**src/rtl/ripple_cap_pkg.sv**
```systemverilog
// Shared types and helpers for the ripple counter capture block.
package ripple_cap_pkg;

    // PRIME waits for a first trustworthy sample to use as the delta
    // reference; RUN turns every accepted sample into a count delta.
    typedef enum logic {
        PRIME = 1'b0,
        RUN   = 1'b1
    } cap_state_e;

    // Width of the window counter that runs 0 .. window-1.
    // Never returns less than one bit so degenerate windows still elaborate.
    function automatic int wcnt_width(input longint unsigned window);
        int w;
        w = $clog2(window);
        if (w < 1) begin
            w = 1;
        end
        return w;
    endfunction

endpackage : ripple_cap_pkg

```
**src/rtl/sync_2ff.sv**
```systemverilog
// Two-flop synchronizer for a bus whose bits are metastability-tolerant
// individually; it gives no guarantee of multi-bit coherence.
module sync_2ff #(
    parameter int unsigned Width = 1
) (
    input  logic             clk_i,
    input  logic             rst_i,
    input  logic [Width-1:0] d_i,
    output logic [Width-1:0] q_o
);

    logic [Width-1:0] sync1_q;
    logic [Width-1:0] sync2_q;

    // Two back-to-back capture stages; reset clears both immediately.
    always_ff @(posedge clk_i or posedge rst_i) begin
        if (rst_i) begin
            sync1_q <= '0;
            sync2_q <= '0;
        end else begin
            sync1_q <= d_i;
            sync2_q <= sync1_q;
        end
    end

    assign q_o = sync2_q;

endmodule : sync_2ff

```
**src/rtl/ripple_ctr_capture.sv**
```systemverilog
// Captures an asynchronously settling ripple counter value, filters out
// mid-ripple samples, unwraps deltas modulo 2^Width and reports the number
// of counted events per fixed window of clk_i cycles.
//
// Output handshake: rate_valid_o is a one-cycle pulse with no ready/backpressure.
// rate_o and sat_o change only in the cycle rate_valid_o is high and hold
// otherwise; a consumer that misses the pulse misses that report.
module ripple_ctr_capture
    import ripple_cap_pkg::*;
#(
    parameter int unsigned Width     = 4,
    parameter int unsigned RateWidth = 16,
    parameter int unsigned Window    = 1000,
    parameter bit          CountDown = 1'b0
) (
    input  logic                 clk_i,
    input  logic                 rst_i,
    input  logic [Width-1:0]     cnt_i,
    input  logic                 clear_i,
    output logic [RateWidth-1:0] rate_o,
    output logic                 rate_valid_o,
    output logic                 sat_o
);

    localparam int WcntW = wcnt_width(longint'(Window));
    localparam logic [WcntW-1:0] WcntLast = WcntW'(Window - 1);

    // Sum is wide enough for the accumulator plus one delta with carry,
    // whichever of the two is wider.
    localparam int SumW = ((Width > RateWidth) ? Width : RateWidth) + 1;
    localparam logic [SumW-1:0] AccMax = {{(SumW - RateWidth){1'b0}}, {RateWidth{1'b1}}};

    logic [Width-1:0]     sync2;
    logic [Width-1:0]     hold_q;
    logic [Width-1:0]     last_q,  last_d;
    cap_state_e           state_q, state_d;
    logic [RateWidth-1:0] acc_q,   acc_d;
    logic                 sat_q,   sat_d;
    logic [WcntW-1:0]     wcnt_q,  wcnt_d;
    logic [RateWidth-1:0] rate_q,  rate_d;
    logic                 rsat_q,  rsat_d;
    logic                 valid_q, valid_d;

    logic                 accept;
    logic [Width-1:0]     delta;
    logic [SumW-1:0]      sum;
    logic [RateWidth-1:0] acc_next;
    logic                 sat_next;

    sync_2ff #(
        .Width(Width)
    ) u_sync (
        .clk_i(clk_i),
        .rst_i(rst_i),
        .d_i  (cnt_i),
        .q_o  (sync2)
    );

    // Delay the synchronized value by one cycle for the stability compare.
    always_ff @(posedge clk_i or posedge rst_i) begin
        if (rst_i) begin
            hold_q <= '0;
        end else begin
            hold_q <= sync2;
        end
    end

    // A sample is trusted only when it matches the previous cycle, which
    // drops the transient codes seen while the ripple counter settles.
    // The delta wraps naturally in Width bits, unwrapping 15 -> 0 as +1.
    always_comb begin
        accept = (sync2 == hold_q);
        delta  = CountDown ? (last_q - sync2) : (sync2 - last_q);
    end

    // Accumulate with saturation; only RUN produces deltas, PRIME just
    // establishes the reference value.
    always_comb begin
        sum      = SumW'(acc_q) + SumW'(delta);
        acc_next = acc_q;
        sat_next = sat_q;
        if (accept && (state_q == RUN)) begin
            if (sum > AccMax) begin
                acc_next = '1;
                sat_next = 1'b1;
            end else begin
                acc_next = sum[RateWidth-1:0];
            end
        end
    end

    // FSM next state plus window bookkeeping. clear_i wins over both the
    // window end and an accepted sample; the reported outputs are left alone.
    always_comb begin
        state_d = state_q;
        last_d  = last_q;
        acc_d   = acc_q;
        sat_d   = sat_q;
        wcnt_d  = wcnt_q;
        rate_d  = rate_q;
        rsat_d  = rsat_q;
        valid_d = 1'b0;

        if (clear_i) begin
            state_d = PRIME;
            acc_d   = '0;
            sat_d   = 1'b0;
            wcnt_d  = '0;
        end else begin
            case (state_q)
                PRIME: begin
                    if (accept) begin
                        last_d  = sync2;
                        state_d = RUN;
                    end
                end
                RUN: begin
                    if (accept) begin
                        last_d = sync2;
                    end
                end
                default: begin
                    state_d = PRIME;
                end
            endcase

            if (wcnt_q == WcntLast) begin
                rate_d  = acc_next;
                rsat_d  = sat_next;
                valid_d = 1'b1;
                acc_d   = '0;
                sat_d   = 1'b0;
                wcnt_d  = '0;
            end else begin
                acc_d   = acc_next;
                sat_d   = sat_next;
                wcnt_d  = wcnt_q + WcntW'(1);
            end
        end
    end

    // State, accumulator, window counter and report registers.
    always_ff @(posedge clk_i or posedge rst_i) begin
        if (rst_i) begin
            state_q <= PRIME;
            last_q  <= '0;
            acc_q   <= '0;
            sat_q   <= 1'b0;
            wcnt_q  <= '0;
            rate_q  <= '0;
            rsat_q  <= 1'b0;
            valid_q <= 1'b0;
        end else begin
            state_q <= state_d;
            last_q  <= last_d;
            acc_q   <= acc_d;
            sat_q   <= sat_d;
            wcnt_q  <= wcnt_d;
            rate_q  <= rate_d;
            rsat_q  <= rsat_d;
            valid_q <= valid_d;
        end
    end

    assign rate_o       = rate_q;
    assign rate_valid_o = valid_q;
    assign sat_o        = rsat_q;

endmodule : ripple_ctr_capture

```
**config.mk**
```make
export PLATFORM = sky130hd
export DESIGN_NAME = ripple_ctr_capture
export DESIGN_NICKNAME = d
export VERILOG_FILES = /design/src/rtl/ripple_cap_pkg.sv /design/src/rtl/sync_2ff.sv /design/src/rtl/ripple_ctr_capture.sv
export SDC_FILE = /design/constraint.sdc
export NUM_CORES = 1
export LEC_CHECK = 0
export CAP_MARGIN = 25
export CORE_ASPECT_RATIO = 2
export CORE_MARGIN = 5
export CORE_UTILIZATION = 42
export DETAILED_ROUTE_END_ITERATION = 16
export DONT_BUFFER_PORTS = 1
export HOLD_SLACK_MARGIN = 0.15
export PLACE_DENSITY = 0.65
export SLEW_MARGIN = 10
export SYNTH_ARGS = -nofsm -noshare
export SYNTH_HDL_FRONTEND = slang
export SYNTH_HIERARCHICAL = 1
export SYNTH_SLANG_ARGS = --single-unit
```
**constraint.sdc**
```tcl
create_clock -name clk_i -period 3.65 [get_ports clk_i]
set_input_delay 0.5475 -clock clk_i [delete_from_list [all_inputs] [get_ports clk_i]]
set_output_delay 0.5475 -clock clk_i [all_outputs]
set_load 0.01 [all_outputs]
```
==> results of run 1 <==
cell type report:
cell class / count / area share
Timing Repair Buffer: 3 / 0.00853
Sequential cell: 62 / 0.460
Clock inverter: 3 / 0.0193
Multi-Input combinational cell: 178 / 0.380
Tap cell: 90 / 0.0334
Inverter: 17 / 0.0189
Clock buffer: 13 / 0.0801
cell usage after synthesis, drive strengths merged (2+ instances only):
cell,n
a2111oi,3
a21oi,25
a31oi,4
and2,4
and3,7
and4,5
buf,6
clkbuf,2
dfrtp,62
fa,2
ha,8
inv,17
mux2,5
nand2,17
nand3,5
nand4,8
nor2,19
nor2b,5
nor3,8
o21a,2
o21ai,8
o31ai,7
or3,3
xnor2,10
xor2,10
worst reg2reg max path, delay by kind of cell (launching register included):
| kind | cells | cell delay [ps] |
|---|---|---|
| AOI/OAI and AO/OA | 3 | 910 |
| adders and majority gates | 3 | 1070 |
| buffers and inverters | 3 | 200 |
| DFF | 1 | 420 |
| and+or+nand+nor | 2 | 500 |
placed cells by master, fill, tap and decap left out, types with 7 or more instances in the layout:
| cell type | n |
|---|---|
| nor3_1 | 8 |
| nor2_1 | 18 |
| and3_1 | 7 |
| xor2_1 | 10 |
| nand4_1 | 7 |
| ha_1 | 8 |
| a21oi_1 | 21 |
| clkbuf_16 | 9 |
| nand2_1 | 17 |
| inv_1 | 15 |
| dfrtp_1 | 62 |
metal layers:
layer  track usage  up-vias
met5             0        -
met1         0.142      966
met4        0.0702        0
met3        0.0589       10
met2         0.258       34
li1              -      946
flip-flops by register name (all words and copies together), names as in the netlist:
name and count:
sat_q 1, sat_o 1, rate_valid_o 1, wcnt_q 10
u_sync/q_o 4, acc_q 16, hold_q 4, last_q 4
rate_o 16, state_q 1, u_sync/sync1_q 4
how the worst min path moves through the flow:
stage,start,to,slack (ps)
6_report,cnt_i[2],u_sync/sync1_q[2],250
5_1_grt,cnt_i[2],u_sync/sync1_q[2],230
3_5_place_dp,u_sync/sync1_q[0],u_sync/q_o[0],330
3_3_place_gp,u_sync/sync1_q[1],u_sync/q_o[1],330
2_1_floorplan,u_sync/sync1_q[0],u_sync/q_o[0],330
4_1_cts,cnt_i[2],u_sync/sync1_q[2],230
through the flow:
step	cells	power (uW)	utilization	hold WS [ps]	area [um^2]
2_1_floorplan	265	919	-	331	2930
3_3_place_gp	348	957	0.438	332	3020
3_5_place_dp	348	964	0.438	335	3020
4_1_cts	365	1910	0.488	233	3360
5_1_grt	366	1970	0.490	230	3370
6_report	366	1880	0.490	250	3370
what timing repair did:
| item | in CTS | in global routing |
|---|---|---|
| setup endpoints to repair | 0 | 0 |
| endpoints found under the hold margin | 8 | 0 |
| hold buffers | 1 | 0 |
cell families (layout without fill, tap and decap cells):
family,after synthesis,after routing,synth area share
XOR/XNOR,20,20,0.0699
AO/OA/AOI/OAI,55,55,0.133
buffers and inverters,25,36,0.0345
flip-flops,62,62,0.529
multiplexers,6,6,0.0226
AND/OR/NAND/NOR,87,87,0.163
adder cells (fa/ha/maj),10,10,0.0478
power by group through the flow:
stage / clock network (uW) / logic, uW / registers, uW
floorplan: 0 / 164 / 755
global placement: 0 / 196 / 761
detailed placement: 0 / 201 / 763
CTS: 956 / 204 / 751
global route: 986 / 231 / 755
finish: 933 / 201 / 751
==> summary.txt, run 1 <==
# IOs: 25
number of clock sinks: 62
FMAX: 0.310 GHz
CP cell instances: inv_1 -> ha_1 -> inv_1 -> fa_1 -> inv_1 -> fa_1 -> nor2b_1 -> o21ai_1 -> a2111oi_4 -> and4b_1 -> o31ai_2
metal2 WL: 3.19 mm
VDD IR max: 0.000319 V
RSZ-0062 raised after global routing: false
Critical Path End Type: flip-flop
sw power: 422 uW
synthesized cell area: 2930 um^2
Starting Density: 0.426
CP max-delay cell: a2111oi_4
IO Port Bufs: 0
Placeable Area: 6890 um^2
share of power burned in registers: 0.398
Highest Signal Layer: met4
Synth Instances: 265
Worst Hold Depth: 0
CP arrival: 3410 ps
largest area contributor in the netlist: dfrtp_1
Critical Path RT: 3830 ps
final hold viol count: 0
FILL cells: 674
#FFs+latches synth: 62
first-pass GRT wire length: 9.95 mm
metal1 wirelength: 2.19 mm
crit path kind: flip-flop to flip-flop
Crit path largest cell delay: 670 ps
Final WS setup: 422 ps
Static Leak: 0.00147 uW
CP Launch Point: u_sync/q_o[0]
total CTS buffers: 9
Area growth, synth to finish: 15.0%
DP Worst Slack: 406 ps
sequential area share after synthesis: 0.529
DRT iter0 DRCs: 86
Synth Warn #: 6
Reg-to-Reg Start: u_sync/q_o[0]
Switching Share: 0.224
Post-Syn Nets: 282
CTS tree: built
hold crit path type: input port to flip-flop
DR pass1 iterations: 4
post-layout net count: 288
clock buffer depth: 2
Combinational Power Share: 0.106
Vias: 1956
syn_area_per_cell: 11.1 um^2
grt ovf: 0
WL/cell: 15.8 um
clock skew: 4.97 ps
worst slew pin tran: 772 ps
FFs w/ async S/R, synth: 1.00
Worst R2R Path Depth: 11
clock root buffer: clkbuf_16
vias in the first global route: 2072
area of the multi-input gates: 1280 um^2
Reg area: 1550 um^2
# rows: 43
post-route clock period utilization: 0.884
Slew Viols, Final: 0
die width: 69.1 um
antenna diode count: 0
top post-synthesis cells by area: dfrtp_1 (53%), a21oi_1 (3.6%), ha_1 (3.4%)
met3 wire len: 298 um
worst r2r dst: rate_o[8]
Clk pwr share: 0.495
Final setup viols: 0
DRC errors left: 0
Die ar.: 8860 um^2
Post-DP HPWL: 4.16 mm
routability cong.: 0.889
largest net degree at the start of global routing: 55
launching element type of the critical path: flip-flop
Final Critical Period: 3230 ps
setup TNS: 0 ps
outcome: completed
Tot GR Track Use: 0.144
clk slew on worst S/H paths: 50 ps
flop-to-flop setup slack: 420 ps
max-cap violations: 0
Worst-Skew Late Latency: 320 ps
CP dominant cell by count: inv_1
Vias per Instance: 5.34
Netlist cell types: 47
setup repair bufs after CTS: 0
end point of the critical path: rate_o[8]
top_reg_cell synth: dfrtp_1
CTS H-tree depth: 3
fraction of layout cells with a size suffix above 1: 0.145
pwr/cell area: 559 nW/um^2
WP depth: 11
WP buf/inv: 3
crit-path max FO: 8
headroom to the max-slew limit: 0.486
ANT nets after route: 0
Routed WL: 5.80 mm
initial antenna violation count: 0
P_int: 1460 uW
family with the most delay on the worst path: adder cells
Die Y: 128 um
top-area cell type share of the netlist area: 0.529
EDFF count, synth: 0
post-CTS sizing: 0
(Power assumes the default switching activity.)
==> inputs of run 2 (changes only) <==
==> constraint.sdc (replaced) <==
create_clock -name clk_i -period 3.65 [get_ports clk_i]
set_input_delay 0.365 -clock clk_i [delete_from_list [all_inputs] [get_ports clk_i]]
set_output_delay 0.365 -clock clk_i [all_outputs]
set_load 0.01 [all_outputs]
==> summary.txt, run 2 (synthesized netlist as in run 1, its figures left out) <==
outcome: completed
Worst-Skew Late Latency: 330 ps (about the same)
setup repair bufs after CTS: 0 (unchanged)
DRT iter0 DRCs: 64 (-26%)
FMAX: 0.310 GHz (about the same)
clock root buffer: clkbuf_16
largest net degree at the start of global routing: 55 (unchanged)
commonest non-fill, non-tap cell in the layout: dfrtp_1
antenna diode count: 0 (unchanged)
die width: 69.1 um (unchanged)
most frequent cells in the layout: dfrtp_1 (62), a21oi_1 (21), nor2_1 (18), nand2_1 (17), inv_1 (15)
total CTS buffers: 9 (unchanged)
pwr/cell area: 552 nW/um^2 (-1.1%)
Final Critical Period: 3230 ps (+1.17 ps)
IO Port Bufs: 0 (unchanged)
Critical Path End Type: flip-flop
DRC errors left: 0 (unchanged)
routability cong.: 0.889 (unchanged)
grt ovf: 0 (unchanged)
Post-CTS Hold Fix Bufs: 6 (+5)
Die ar.: 8860 um^2 (unchanged)
Vias: 1982 (+1.3%)
Area growth, synth to finish: 16.7%
final hold viol count: 0 (unchanged)
max-cap violations: 0 (unchanged)
# rows: 43 (unchanged)
Final setup viols: 0 (unchanged)
# IOs: 25 (unchanged)
crit-path max FO: 8 (unchanged)
setup TNS: 0 ps (unchanged)
Final WS setup: 421 ps (-1.17 ps)
Util after Layout: 0.497 (+0.00727)
headroom to the max-slew limit: 0.482 (-0.00333)
Starting Density: 0.426 (unchanged)
DR pass1 iterations: 4 (unchanged)
clock skew: 5.66 ps (+0.687 ps)
CTS tree: built
Placeable Area: 6890 um^2 (unchanged)
Worst Hold Depth: 2 (+2)
VDD IR max: 0.000321 V (+0.52%)
Vias per Instance: 5.34 (about the same)
ANT nets after route: 0 (unchanged)
crit path kind: flip-flop to flip-flop
WL/cell: 15.9 um (+0.22%)
post-layout net count: 293 (+1.7%)
Die Y: 128 um (unchanged)
Static Leak: 0.00149 uW (+1.4%)
post-route clock period utilization: 0.885 (about the same)
fraction of layout cells with a size suffix above 1: 0.142 (-0.00258)
Post-DP HPWL: 4.16 mm (unchanged)
worst slew pin tran: 777 ps (+5.00 ps)
clk slew on worst S/H paths: 50 ps (about the same)
initial antenna violation count: 0 (unchanged)
first-pass GRT wire length: 10.1 mm (+1.1%)
RSZ-0062 raised after global routing: false
CP arrival: 3410 ps (about the same)
Slew Viols, Final: 0 (unchanged)
Tot GR Track Use: 0.146 (+0.00132)
CTS H-tree depth: 3 (unchanged)
hold crit path type: input port to flip-flop
clock buffer depth: 2 (unchanged)
Routed WL: 5.89 mm (+1.6%)
vias in the first global route: 2095 (+1.1%)
post-CTS sizing: 0 (unchanged)
launching element type of the critical path: flip-flop
Critical Path RT: 3830 ps (about the same)
Worst R2R Path Depth: 11 (unchanged)
number of clock sinks: 62 (unchanged)
DP Worst Slack: 406 ps (unchanged)
-- run 2: cell types whose count changed in the layout (fill, tap and decap cells not counted), sizes merged --
cell	delta
dlygate4sd3	+5
-- run 2: worst paths after layout --
path / start / slack [ps] / endpoint
worst max-delay path: u_sync/q_o[0] / 420 / rate_o[8]
worst min-delay path: clear_i / 340 / last_q[2]
worst max register to register: u_sync/q_o[0] / 420 / rate_o[8]
worst min register to register: u_sync/sync1_q[0] / 340 / u_sync/q_o[0]
max in group asynchronous: rst_i / 2470 / rate_o[15]
min in group asynchronous: rst_i / 470 / u_sync/sync1_q[2]
-- run 2: per-layer routing --
metal	up-vias	part of all wire	global-route usage
li1	958	-	-
met1	962	0.38	0.145
met2	48	0.54	0.260
met3	14	0.053	0.0589
met4	0	0.022	0.0702
met5	-	0	0
-- run 2: power breakdown --
group / leakage, uW / total [uW] / internal [uW] / switching (uW)
clock: 0.000166 / 934 / 652 / 283
combinational: 0.000529 / 206 / 90.6 / 115
sequential: 0.000797 / 751 / 723 / 27.3
-- run 2: through the flow --
step | total power [uW] | area, um^2 | instances | hold WS [ps]
6_report | 1890 | 3420 | 371 | 339
5_1_grt | 1980 | 3420 | 371 | 356
4_1_cts | 1920 | 3410 | 370 | 333
2_1_floorplan | 919 | 2930 | 265 | 181
3_3_place_gp | 957 | 3020 | 348 | 204
3_5_place_dp | 964 | 3020 | 348 | 210
-- run 2: cell type report --
cell class | instances | area, um^2
fillers | 669 | 3460
flip-flops and latches | 62 | 1550
multi-input cells | 178 | 1280
clock buffers | 13 | 270
well taps | 90 | 113
repair buffers | 8 | 78.8
clock inverters | 3 | 65.1
inverters | 17 | 63.8
-- run 2: critical path, cell delays in order, from the launching register on --
cell       delay (ps)
dfrtp_1           420
inv_1              80
ha_1              140
inv_1              60
fa_1              510
inv_1              60
fa_1              420
nor2b_1           160
o21ai_1           170
a2111oi_4         670
and4b_1           340
o31ai_2            60
